**config.mk**
```make
export PLATFORM = sky130hd
export DESIGN_NAME = ava_alu_slave_flat
export DESIGN_NICKNAME = d
export VERILOG_FILES = /design/src/rtl/ava_alu_slave_if.sv /design/src/rtl/ava_alu_slave.sv /design/src/flat_wrapper.sv
export SDC_FILE = /design/constraint.sdc
export NUM_CORES = 1
export LEC_CHECK = 0
export CORE_MARGIN = 10
export CORE_UTILIZATION = 60
export CTS_CLUSTER_SIZE = 12
export DETAILED_ROUTE_END_ITERATION = 12
export PLACE_DENSITY = 0.78
export SKIP_LAST_GASP = 1
export SLEW_MARGIN = 20
export SYNTH_ARGS = -nofsm -noshare
export SYNTH_HDL_FRONTEND = slang
export SYNTH_SLANG_ARGS = --single-unit
```
**constraint.sdc**
```tcl
create_clock -name clk -period 8.23 [get_ports clk]
set_clock_uncertainty 0.1 [all_clocks]
set_input_delay 1.2345 -clock clk [delete_from_list [all_inputs] [get_ports clk]]
set_output_delay 1.2345 -clock clk [all_outputs]
set_load 0.03 [all_outputs]
```
**src/rtl/ava_alu_slave_if.sv**
```systemverilog
// Avalon-MM slave bus bundle for the ALU peripheral: 32-bit data, word addressed.
interface ava_alu_slave_if;
  logic [2:0]  slave_address;
  logic        slave_write;
  logic        slave_read;
  logic [3:0]  slave_byteenable;
  logic [31:0] slave_writedata;
  logic [31:0] slave_readdata;
  logic        slave_waitrequest;

  modport master (
    output slave_address, slave_write, slave_read, slave_byteenable, slave_writedata,
    input  slave_readdata, slave_waitrequest
  );

  modport slave (
    input  slave_address, slave_write, slave_read, slave_byteenable, slave_writedata,
    output slave_readdata, slave_waitrequest
  );
endinterface

```
**src/rtl/ava_alu_slave.sv**
```systemverilog
// Avalon-MM ALU peripheral: operand/control/status/result registers, one op per start,
// multi-cycle shift-add MUL, wait-stated reads. Optional interrupt via AVA_ALU_IRQ_EN.
module ava_alu_slave #(
  parameter int READ_WAIT = 1,
  parameter int MUL_BITS  = 1
) (
  input  logic             clk,
  input  logic             reset_n,
  ava_alu_slave_if.slave   bus
`ifdef AVA_ALU_IRQ_EN
  ,
  output logic             irq
`endif
);

  localparam int MUL_CYC = 32 / MUL_BITS;

  typedef enum logic [0:0] {ST_IDLE = 1'b0, ST_EXEC = 1'b1} state_t;

  state_t      state_r, state_s;
  logic [31:0] opa_r, opb_r;
  logic [2:0]  op_r, op_x_r, op_new_s;
  logic [63:0] mca_r, acc_r, acc_nx_s, res_s;
  logic [31:0] mpb_r, sum_s, dif_s, rmux_s;
  logic [4:0]  cnt_r;
  logic [31:0] res_lo_r, res_hi_r, rdata_r;
  logic        done_r, ovf_r, ovf_s, irq_en_s;
  logic [2:0]  rd_cnt_r;
  logic        busy_s, wr_s, rd_s, start_req_s, stall_s, wr_acc_s, start_s;
  logic        clr_done_s, last_s, rd_cap_s, rd_done_s;

  assign busy_s      = (state_r == ST_EXEC);
  assign wr_s        = bus.slave_write;
  assign rd_s        = bus.slave_read & ~bus.slave_write;
  assign start_req_s = wr_s & (bus.slave_address == 3'd2) & bus.slave_byteenable[1]
                       & bus.slave_writedata[8];
  assign stall_s     = start_req_s & busy_s;
  assign wr_acc_s    = wr_s & ~stall_s;
  assign start_s     = start_req_s & ~busy_s;
  assign clr_done_s  = wr_acc_s & (bus.slave_address == 3'd3) & bus.slave_writedata[1];
  assign op_new_s    = bus.slave_byteenable[0] ? bus.slave_writedata[2:0] : op_r;
  // The last wait cycle captures readdata so it is valid on the wait-free cycle.
  assign rd_cap_s    = rd_s & (rd_cnt_r == 3'(READ_WAIT - 1));
  assign rd_done_s   = rd_s & (rd_cnt_r == 3'(READ_WAIT));

  assign bus.slave_waitrequest = stall_s | (rd_s & ~rd_done_s);
  assign bus.slave_readdata    = rdata_r;

`ifdef AVA_ALU_IRQ_EN
  logic irq_en_r, irq_r;

  // Interrupt enable bit and registered interrupt output.
  always_ff @(posedge clk or negedge reset_n) begin
    if (!reset_n) begin
      irq_en_r <= 1'b0;
      irq_r    <= 1'b0;
    end else begin
      if (wr_acc_s && (bus.slave_address == 3'd2) && bus.slave_byteenable[2]) begin
        irq_en_r <= bus.slave_writedata[16];
      end
      irq_r <= done_r & irq_en_r;
    end
  end

  assign irq_en_s = irq_en_r;
  assign irq      = irq_r;
`else
  assign irq_en_s = 1'b0;
`endif

  // Host-writable operand and op registers with byte-lane enables.
  always_ff @(posedge clk or negedge reset_n) begin
    if (!reset_n) begin
      opa_r <= 32'd0;
      opb_r <= 32'd0;
      op_r  <= 3'd0;
    end else if (wr_acc_s) begin
      for (int i = 0; i < 4; i++) begin
        if (bus.slave_byteenable[i] && (bus.slave_address == 3'd0)) begin
          opa_r[8*i +: 8] <= bus.slave_writedata[8*i +: 8];
        end
        if (bus.slave_byteenable[i] && (bus.slave_address == 3'd1)) begin
          opb_r[8*i +: 8] <= bus.slave_writedata[8*i +: 8];
        end
      end
      if ((bus.slave_address == 3'd2) && bus.slave_byteenable[0]) begin
        op_r <= bus.slave_writedata[2:0];
      end
    end
  end

  // FSM state register.
  always_ff @(posedge clk or negedge reset_n) begin
    if (!reset_n) begin
      state_r <= ST_IDLE;
    end else begin
      state_r <= state_s;
    end
  end

  // FSM next state; last_s marks the final EXEC cycle.
  always_comb begin
    state_s = state_r;
    last_s  = 1'b0;
    case (state_r)
      ST_IDLE: begin
        if (start_s) state_s = ST_EXEC;
        else         state_s = ST_IDLE;
      end
      ST_EXEC: begin
        if ((op_x_r != 3'd7) || (cnt_r == 5'(MUL_CYC - 1))) begin
          last_s  = 1'b1;
          state_s = ST_IDLE;
        end else begin
          state_s = ST_EXEC;
        end
      end
      default: state_s = ST_IDLE;
    endcase
  end

  // ALU result and overflow from the snapshotted operands.
  always_comb begin
    acc_nx_s = acc_r;
    for (int i = 0; i < MUL_BITS; i++) begin
      if (mpb_r[i]) acc_nx_s = acc_nx_s + (mca_r << i);
      else          acc_nx_s = acc_nx_s;
    end
    sum_s = mca_r[31:0] + mpb_r;
    dif_s = mca_r[31:0] - mpb_r;
    res_s = 64'd0;
    ovf_s = 1'b0;
    case (op_x_r)
      3'd0: begin
        res_s = {32'd0, sum_s};
        ovf_s = (mca_r[31] == mpb_r[31]) & (sum_s[31] != mca_r[31]);
      end
      3'd1: begin
        res_s = {32'd0, dif_s};
        ovf_s = (mca_r[31] != mpb_r[31]) & (dif_s[31] != mca_r[31]);
      end
      3'd2: res_s = {32'd0, mca_r[31:0] & mpb_r};
      3'd3: res_s = {32'd0, mca_r[31:0] | mpb_r};
      3'd4: res_s = {32'd0, mca_r[31:0] ^ mpb_r};
      3'd5: res_s = {32'd0, mca_r[31:0] << mpb_r[4:0]};
      3'd6: res_s = {32'd0, mca_r[31:0] >> mpb_r[4:0]};
      3'd7: begin
        res_s = acc_nx_s;
        ovf_s = |acc_nx_s[63:32];
      end
      default: begin
        res_s = 64'd0;
        ovf_s = 1'b0;
      end
    endcase
  end

  // Operand snapshot on start, then shift-add stepping while executing.
  always_ff @(posedge clk or negedge reset_n) begin
    if (!reset_n) begin
      mca_r  <= 64'd0;
      mpb_r  <= 32'd0;
      acc_r  <= 64'd0;
      cnt_r  <= 5'd0;
      op_x_r <= 3'd0;
    end else if (start_s) begin
      mca_r  <= {32'd0, opa_r};
      mpb_r  <= opb_r;
      acc_r  <= 64'd0;
      cnt_r  <= 5'd0;
      op_x_r <= op_new_s;
    end else if (busy_s) begin
      acc_r <= acc_nx_s;
      mca_r <= mca_r << MUL_BITS;
      mpb_r <= mpb_r >> MUL_BITS;
      cnt_r <= cnt_r + 5'd1;
    end
  end

  // Result and status registers; a completing op beats a same-edge done clear.
  always_ff @(posedge clk or negedge reset_n) begin
    if (!reset_n) begin
      res_lo_r <= 32'd0;
      res_hi_r <= 32'd0;
      ovf_r    <= 1'b0;
      done_r   <= 1'b0;
    end else begin
      if (last_s) begin
        res_lo_r <= res_s[31:0];
        res_hi_r <= res_s[63:32];
        ovf_r    <= ovf_s;
      end
      if (last_s)                      done_r <= 1'b1;
      else if (start_s || clr_done_s)  done_r <= 1'b0;
    end
  end

  // Register read mux.
  always_comb begin
    rmux_s = 32'd0;
    case (bus.slave_address)
      3'd0:    rmux_s = opa_r;
      3'd1:    rmux_s = opb_r;
      3'd2:    rmux_s = {15'd0, irq_en_s, 13'd0, op_r};
      3'd3:    rmux_s = {29'd0, ovf_r, done_r, busy_s};
      3'd4:    rmux_s = res_lo_r;
      3'd5:    rmux_s = res_hi_r;
      default: rmux_s = 32'd0;
    endcase
  end

  // Read wait-state counter and registered read data.
  always_ff @(posedge clk or negedge reset_n) begin
    if (!reset_n) begin
      rd_cnt_r <= 3'd0;
      rdata_r  <= 32'd0;
    end else if (rd_s) begin
      if (rd_done_s) rd_cnt_r <= 3'd0;
      else           rd_cnt_r <= rd_cnt_r + 3'd1;
      if (rd_cap_s)  rdata_r  <= rmux_s;
    end else begin
      rd_cnt_r <= 3'd0;
    end
  end

endmodule

```
**src/flat_wrapper.sv**
```systemverilog
// flat-port wrapper written by rule: the top's interface ports become plain ports
module ava_alu_slave_flat 
#(
  parameter int READ_WAIT = 1,
  parameter int MUL_BITS  = 1
)
  (clk, reset_n, bus_slave_address, bus_slave_write, bus_slave_read, bus_slave_byteenable, bus_slave_writedata, bus_slave_readdata, bus_slave_waitrequest);
  ava_alu_slave_if bus_i ();
  input  logic clk;
  input  logic reset_n;
  input wire logic [$bits(bus_i.slave_address)-1:0] bus_slave_address;
  input wire logic [$bits(bus_i.slave_write)-1:0] bus_slave_write;
  input wire logic [$bits(bus_i.slave_read)-1:0] bus_slave_read;
  input wire logic [$bits(bus_i.slave_byteenable)-1:0] bus_slave_byteenable;
  input wire logic [$bits(bus_i.slave_writedata)-1:0] bus_slave_writedata;
  output wire logic [$bits(bus_i.slave_readdata)-1:0] bus_slave_readdata;
  output wire logic [$bits(bus_i.slave_waitrequest)-1:0] bus_slave_waitrequest;
  assign bus_i.slave_address = bus_slave_address;
  assign bus_i.slave_write = bus_slave_write;
  assign bus_i.slave_read = bus_slave_read;
  assign bus_i.slave_byteenable = bus_slave_byteenable;
  assign bus_i.slave_writedata = bus_slave_writedata;
  assign bus_slave_readdata = bus_i.slave_readdata;
  assign bus_slave_waitrequest = bus_i.slave_waitrequest;
  ava_alu_slave #(.READ_WAIT(READ_WAIT), .MUL_BITS(MUL_BITS)) u_core (.clk(clk), .reset_n(reset_n), .bus(bus_i));
endmodule
```
==> out/qor.csv, run 1 <==
metric;value;unit
status;completed;
wl_per_cell;29.9;um
cp.arrival;4.76;ns
p_per_area;459;nW/um^2
die_x;234;um
die-height;234;um
synth-async-reset-ratio;1.00;
maxSlewHeadroom;0.185;
fmax;164;MHz
drt_wl_total;116000;um
rsz0062_at_grt;false;
finalNonFillerCells;3875;
port_buffers;75;
dp.cells;3802;
slew_viol_final;0;
syn_area_per_cell;8.31;um^2
hp-class;flop to flop;
synth.distinct_cells;92;
synth.net_count;3514;
grt_max_degree;112;
worstPathMaxFanout;38;
grt_usage;0.412;
die_area;54700;um^2
start_util;0.606;
path_clk_slew;0.06;ns
layout-drive-gt1-share;0.0822;
cp.required;6.90;ns
path_class;primary input to output pin;
crit_family;simple AND/OR/NAND/NOR gates;
mappedNetlistArea;27500;um^2
numCtsBuffers;40;
drt_iter0_markers;4344;
cts_hold_buf;0;
num_io_pins;76;
clock_latency;0.59;ns
regArea;8440;um^2
grt-ovfl-total;0;
ys_ff_latch;337;
report.final.setup_viol;0;
cp-end-kind;output pin;
setup_tns;0;ns
multi_input_area;17700;um^2
grt_pass1_wl;170000;um
hold_violations;0;
cts_tree;built;
ys.flop_type;dfrtp_1;
period_minus_slack;6.10;ns
grt_pass1_vias;26565;
cts_buffer_depth;3;
worst_slew_pin_slew;1.22;ns
ys_seq_area_frac;0.307;
drcViolationCount;0;
num-fill-cells;3710;
antenna_found_initial;5;
rrSetupSlack;2.51;ns
num_rows;78;
startpoint_type;primary input;
nets;3454;
areaGrowthSynthToFinish;8.83;%
power;13.7;mW
worst-path-buf-inv;2;
syn_inst;3304;
detail-route-antenna-nets;0;
clock_sinks;337;
p_leak;12.6;nW
period_share;0.741;
yosysWarnings;0;
hold-worst-slack;0.385;ns
dp_hpwl;85500;um
first_pass_iters;8;
maxCapViolCount;0;
num_vias;28220;
vias_per_cell;7.28;
gp_congestion;1.10;
cpMaxStageDelayCell;and3_4;
post_cts_resized;0;
max-vdd-ir-drop;360;uV
synth_edf_count;0;
path_cells;clkdlybuf4s50_1 -> nand2b_1 -> nor3b_1 -> and3_4 -> nand2_1 -> nand2_1 -> clkdlybuf4s50_1;
core;45300;um^2
max_stage_delay;0.78;ns
htreeDepth;2;
cts_root_buf;clkbuf_16;
cts_setup_buffers;0;
==> cells in the final DEF, fill, tap and decap left out, drive strengths merged, types with 18 or more instances in the layout <==
cell,synthesis,layout
o31ai,22,22
nor2,246,246
or3,24,24
a21o,40,40
nand2b,38,38
nand2,439,439
o21ai,349,349
nor4,32,32
nor2b,18,18
o21bai,31,31
o22ai,31,31
nor3,41,41
a22o,60,60
and3,22,22
clkdlybuf4s50,0,74
a21oi,231,231
a211oi,34,34
a31oi,18,18
xnor2,46,46
a22oi,25,25
a221oi,53,53
nand4,37,37
buf,74,58
dfrtp,337,337
inv,120,120
o21a,23,23
xor2,21,21
clkbuf,160,58
nand3,43,43
mux2i,206,206
mux2,86,86
o221ai,35,35
ha,164,164
==> worst reg2reg max path, stage by stage, from the launching register on <==
cell and delay, ns:
dfrtp_4 0.87, buf_4 0.74, ha_1 0.36, o21ba_2 0.16
nor4_1 0.05, o311ai_0 0.89, nand4_1 0.58, a211oi_2 0.59
o41ai_2 0.15, o221a_2 0.31, a221oi_2 0.33, xnor2_1 0.16
a21oi_1 0.10, a311oi_2 0.23
==> state kept, by name, summed over array words and instances (netlist names), 32 cells and up <==
signal                     count
u_core.mca_r                  64
u_core.mpb_r                  32
u_core.opb_r                  32
u_core.opa_r                  32
u_core.res_lo_r               32
u_core.bus.slave_readdata     32
u_core.res_hi_r               32
u_core.acc_r                  64
==> path summary, 6_finish.rpt <==
path                                                 endpoint                     startpoint  cells past startpoint
worst max-delay path                    bus_slave_waitrequest           bus_slave_address[1]                      7
worst min-delay path            u_core.bus.slave_readdata[22]  u_core.bus.slave_readdata[22]                      2
worst max register to register            u_core.res_lo_r[31]                u_core.mpb_r[0]                     13
worst min register to register  u_core.bus.slave_readdata[22]  u_core.bus.slave_readdata[22]                      2
max in group asynchronous                    u_core.opb_r[14]                        reset_n                      2
min in group asynchronous                    u_core.mca_r[51]                        reset_n                      1
==> power by group <==
group / internal, mW / switching [mW]
combinational: 2.97 / 5.84
sequential: 2.19 / 0.849
clock: 1.11 / 0.773
==> cell usage after synthesis, types with 35 or more instances <==
cell        n  area share
nand2b_1   38      0.0087
dfrtp_1   337        0.31
clkbuf_1  157       0.021
inv_1     120       0.016
a21o_1     40       0.011
nor3_1     41      0.0075
a21oi_1   228       0.042
nand4_1    37      0.0084
ha_1      164       0.075
a221oi_1   52       0.017
nand3_1    43      0.0078
mux2i_1   206       0.075
nor2_1    246       0.034
o21ai_0   342       0.062
nand2_1   439       0.060
a22o_1     60       0.019
buf_2      41      0.0075
o221ai_1   35       0.011
mux2_2     86       0.035
xnor2_1    46       0.015
==> per-stage QoR <==
step,setup slack (ns),util,area [um^2]
after floorplan,3.99,-,27500
after global placement,2.37,0.629,28500
after detailed placement,2.30,0.629,28500
after CTS,2.17,0.660,29900
after global routing,2.07,0.660,29900
final,2.13,0.660,29900
==> cell type report <==
cell class | count | share of cell area
antenna | 2 | 0.000167
tap | 600 | 0.0251
timing repair buffer | 132 | 0.0396
multi-input combinational | 2610 | 0.591
clock inverter | 13 | 0.00716
sequential | 337 | 0.283
inverter | 123 | 0.0155
clock buffer | 58 | 0.0388
==> per-layer routing <==
layer / vias to the layer above / GRT usage / wire length [um]
met5: - / 0 / 26
met4: 4 / 0.248 / 8030
met3: 429 / 0.101 / 14400
met2: 2110 / 0.611 / 48800
met1: 13676 / 0.537 / 44400
li1: 12001 / - / -
==> kinds of logic (layout without fill, tap and decap cells) <==
logic type / after synthesis / count (layout) / synth area share
flops: 337 / 337 / 0.307
mux: 307 / 307 / 0.123
buf+inv: 357 / 326 / 0.0515
other cells: 0 / 2 / 0
fa+ha+maj: 167 / 167 / 0.0769
simple gates: 987 / 987 / 0.161
compound gates: 1082 / 1082 / 0.259
xor+xnor: 67 / 67 / 0.0214
(Power assumes the default switching activity.)
==> run 2, diff against run 1 <==
--- a/config.mk
+++ b/config.mk
@@ -6,10 +6,10 @@
 export NUM_CORES = 1
 export LEC_CHECK = 0
 export CORE_MARGIN = 10
-export CORE_UTILIZATION = 60
+export CORE_UTILIZATION = 58
 export CTS_CLUSTER_SIZE = 12
 export DETAILED_ROUTE_END_ITERATION = 12
-export PLACE_DENSITY = 0.78
+export PLACE_DENSITY = 0.79
 export SKIP_LAST_GASP = 1
 export SLEW_MARGIN = 20
 export SYNTH_ARGS = -nofsm -noshare
==> constraint.sdc (replaced) <==
create_clock -name clk -period 4.91 [get_ports clk]
set_clock_uncertainty 0.1 [all_clocks]
set_input_delay 0.7365 -clock clk [delete_from_list [all_inputs] [get_ports clk]]
set_output_delay 0.7365 -clock clk [all_outputs]
set_load 0.03 [all_outputs]
==> run 2 against run 1 <==
Compared with the run above: setup slack worse by 2.0 ns; first-iteration DRC count is 6.3% lower; highest routed layer unchanged; critical path depth is 6 higher; sequential share of layout area is 0.30 points lower; utilization is 1.2 points lower; sequential power is 67% higher; largest cell class unchanged.
==> out/qor.csv, run 2 (synthesis results as in run 1) <==
metric;value;unit;change
dp_hpwl;91100;um;was 85500 um
drt_iter0_markers;4071;;was 4344
grt_usage;0.409;;was 0.412
areaGrowthSynthToFinish;10.0;%;was 8.83%
nets;3506;;was 3454
vias_per_cell;7.26;;was 7.28
p_leak;12.8;nW;was 12.6 nW
wl_per_cell;30.5;um;was 29.9 um
p_per_area;776;nW/um^2;was 459 nW/um^2
hp-class;primary input to asynchronous set/reset pin;;was flop to flop
fmax;211;MHz;
core;46700;um^2;was 45300 um^2
fin_ws;0.172;ns;was 2.13 ns
grt_max_degree;100;;was 112
clock_sinks;337;;unchanged
layout-drive-gt1-share;0.0964;;was 0.0822
num_vias;28521;;was 28.2k
maxSlewHeadroom;0.210;;was 0.185
gp_congestion;1.10;;about the same
grt_pass1_wl;175000;um;was 170000 um
cp.arrival;5.08;ns;was 4.76 ns
antenna_found_initial;7;;was 5
start_util;0.588;;was 0.606
grt-ovfl-total;0;;unchanged
clock_latency;0.59;ns;about the same
drt_wl_total;120000;um;was 116000 um
status;completed;;unchanged
num_rows;79;;was 78
largestRegisters;u_core.acc_r: 64 flops, u_core.mca_r: 64 flops;;unchanged
path_class;flop to flop;;was primary input to output pin
slew_viol_final;0;;unchanged
report.final.setup_viol;0;;unchanged
design_area;30200;um^2;was 29900 um^2
num_io_pins;76;;unchanged
cts_tree;built;;unchanged
setup_tns;0;ns;unchanged
reg2reg_from;u_core.mca_r[30];;was u_core.mpb_r[0]
cts_root_buf;clkbuf_16;;unchanged
numCtsBuffers;40;;unchanged
startpoint_type;flop;;was primary input
crit_path_start;u_core.mca_r[30];;was bus_slave_address[1]
maxCapViolCount;0;;unchanged
cp-end-kind;flop;;was output pin
first_pass_iters;7;;was 8
period_minus_slack;4.74;ns;
grt_pass1_vias;26435;;was 26.6k
die-height;238;um;was 234 um
port_buffers;75;;unchanged
detail-route-antenna-nets;0;;unchanged
finalNonFillerCells;3931;;was 3875
power;23.4;mW;was 13.7 mW
dp.cells;3861;;was 3802
hold-worst-slack;0.0864;ns;was 0.385 ns
worst_slew_pin_slew;1.17;ns;was 1.22 ns
die_x;238;um;was 234 um
period_share;0.965;;
path_clk_slew;0.06;ns;about the same
grtUsageMet3;0.135;;was 0.101
max-vdd-ir-drop;435;uV;was 360 uV
cts_setup_buffers;0;;unchanged
final_common_cell;nand2_1;;unchanged
met1_usage;0.515;;was 0.537
die_area;56400;um^2;was 54700 um^2
met2_usage;0.592;;was 0.611
placed_cell_area;28900;um^2;was 28500 um^2
place_ws;0.198;ns;was 2.30 ns
grt_busiest_layer;met2;;unchanged
cts_buffer_depth;3;;unchanged
hold_violations;0;;unchanged
rsz0062_at_grt;false;;unchanged
cp.required;5.25;ns;was 6.90 ns
final_core_util;0.647;;was 0.660
drcViolationCount;0;;unchanged
htreeDepth;2;;unchanged
final_cell_mix;nand2_1, o21ai_0, dfrtp_1;;unchanged
worstPathMaxFanout;9;;was 38
==> run 2: cell types whose count changed in the layout (fill, tap and decap cells not counted), sizes merged <==
cell and change:
clkbuf -5, buf +52, diode +1, bufinv -3
inv +2, clkinv +3, clkinvlp -1
==> run 2: worst paths after layout <==
path / cells after the start / slack, ns / end
worst max-delay path: 13 / 0.17 / u_core.ovf_r
worst min-delay path: 1 / 0.09 / u_core.rd_cnt_r[0]
worst max register to register: 13 / 0.17 / u_core.ovf_r
worst min register to register: 2 / 0.39 / u_core.bus.slave_readdata[17]
max in group asynchronous: 2 / 3.43 / u_core.acc_r[15]
min in group clk: 2 / 0.39 / u_core.bus.slave_readdata[17]
==> run 2: layout make-up <==
class                   instances  area [um^2]
clock inverters                14          145
inverters                     123          462
diodes                          3         7.51
multi-input cells            2610        17700
repair buffers                184         1620
fillers                      3935        16500
flip-flops and latches        337         8440
well taps                     607          759
clock buffers                  53         1090
==> run 2: critical path, stage by stage, from the launching register on <==
cell       delay, ns
dfrtp_1         0.54
ha_1            0.53
nand4_1         0.16
nor4_1          0.46
buf_4           0.21
nand2_1         0.06
o211ai_2        0.47
o21ai_0         0.21
a211oi_2        0.43
nand4b_1        0.19
nor4_1          0.40
o2111ai_1       0.21
nor4_2          0.48
o2111ai_1       0.14
==> run 2: what timing repair did <==
item	in CTS	in global routing
endpoints found under the setup margin	0	1
hold buffers	0	0
gates resized for setup	0	3
==> run 2: report_power, final <==
| part | total, mW | switching (mW) | internal (mW) |
|---|---|---|---|
| Sequential | 5.09 | 1.42 | 3.67 |
| Clock | 2.93 | 1.30 | 1.62 |
| Combinational | 15.4 | 10.2 | 5.24 |
==> run 2: per-layer routing <==
metal  wire, um  share of wire
met1      44700           0.37
met2      49300           0.41
met3      16300           0.14
met4       9350          0.078
met5         45        0.00038
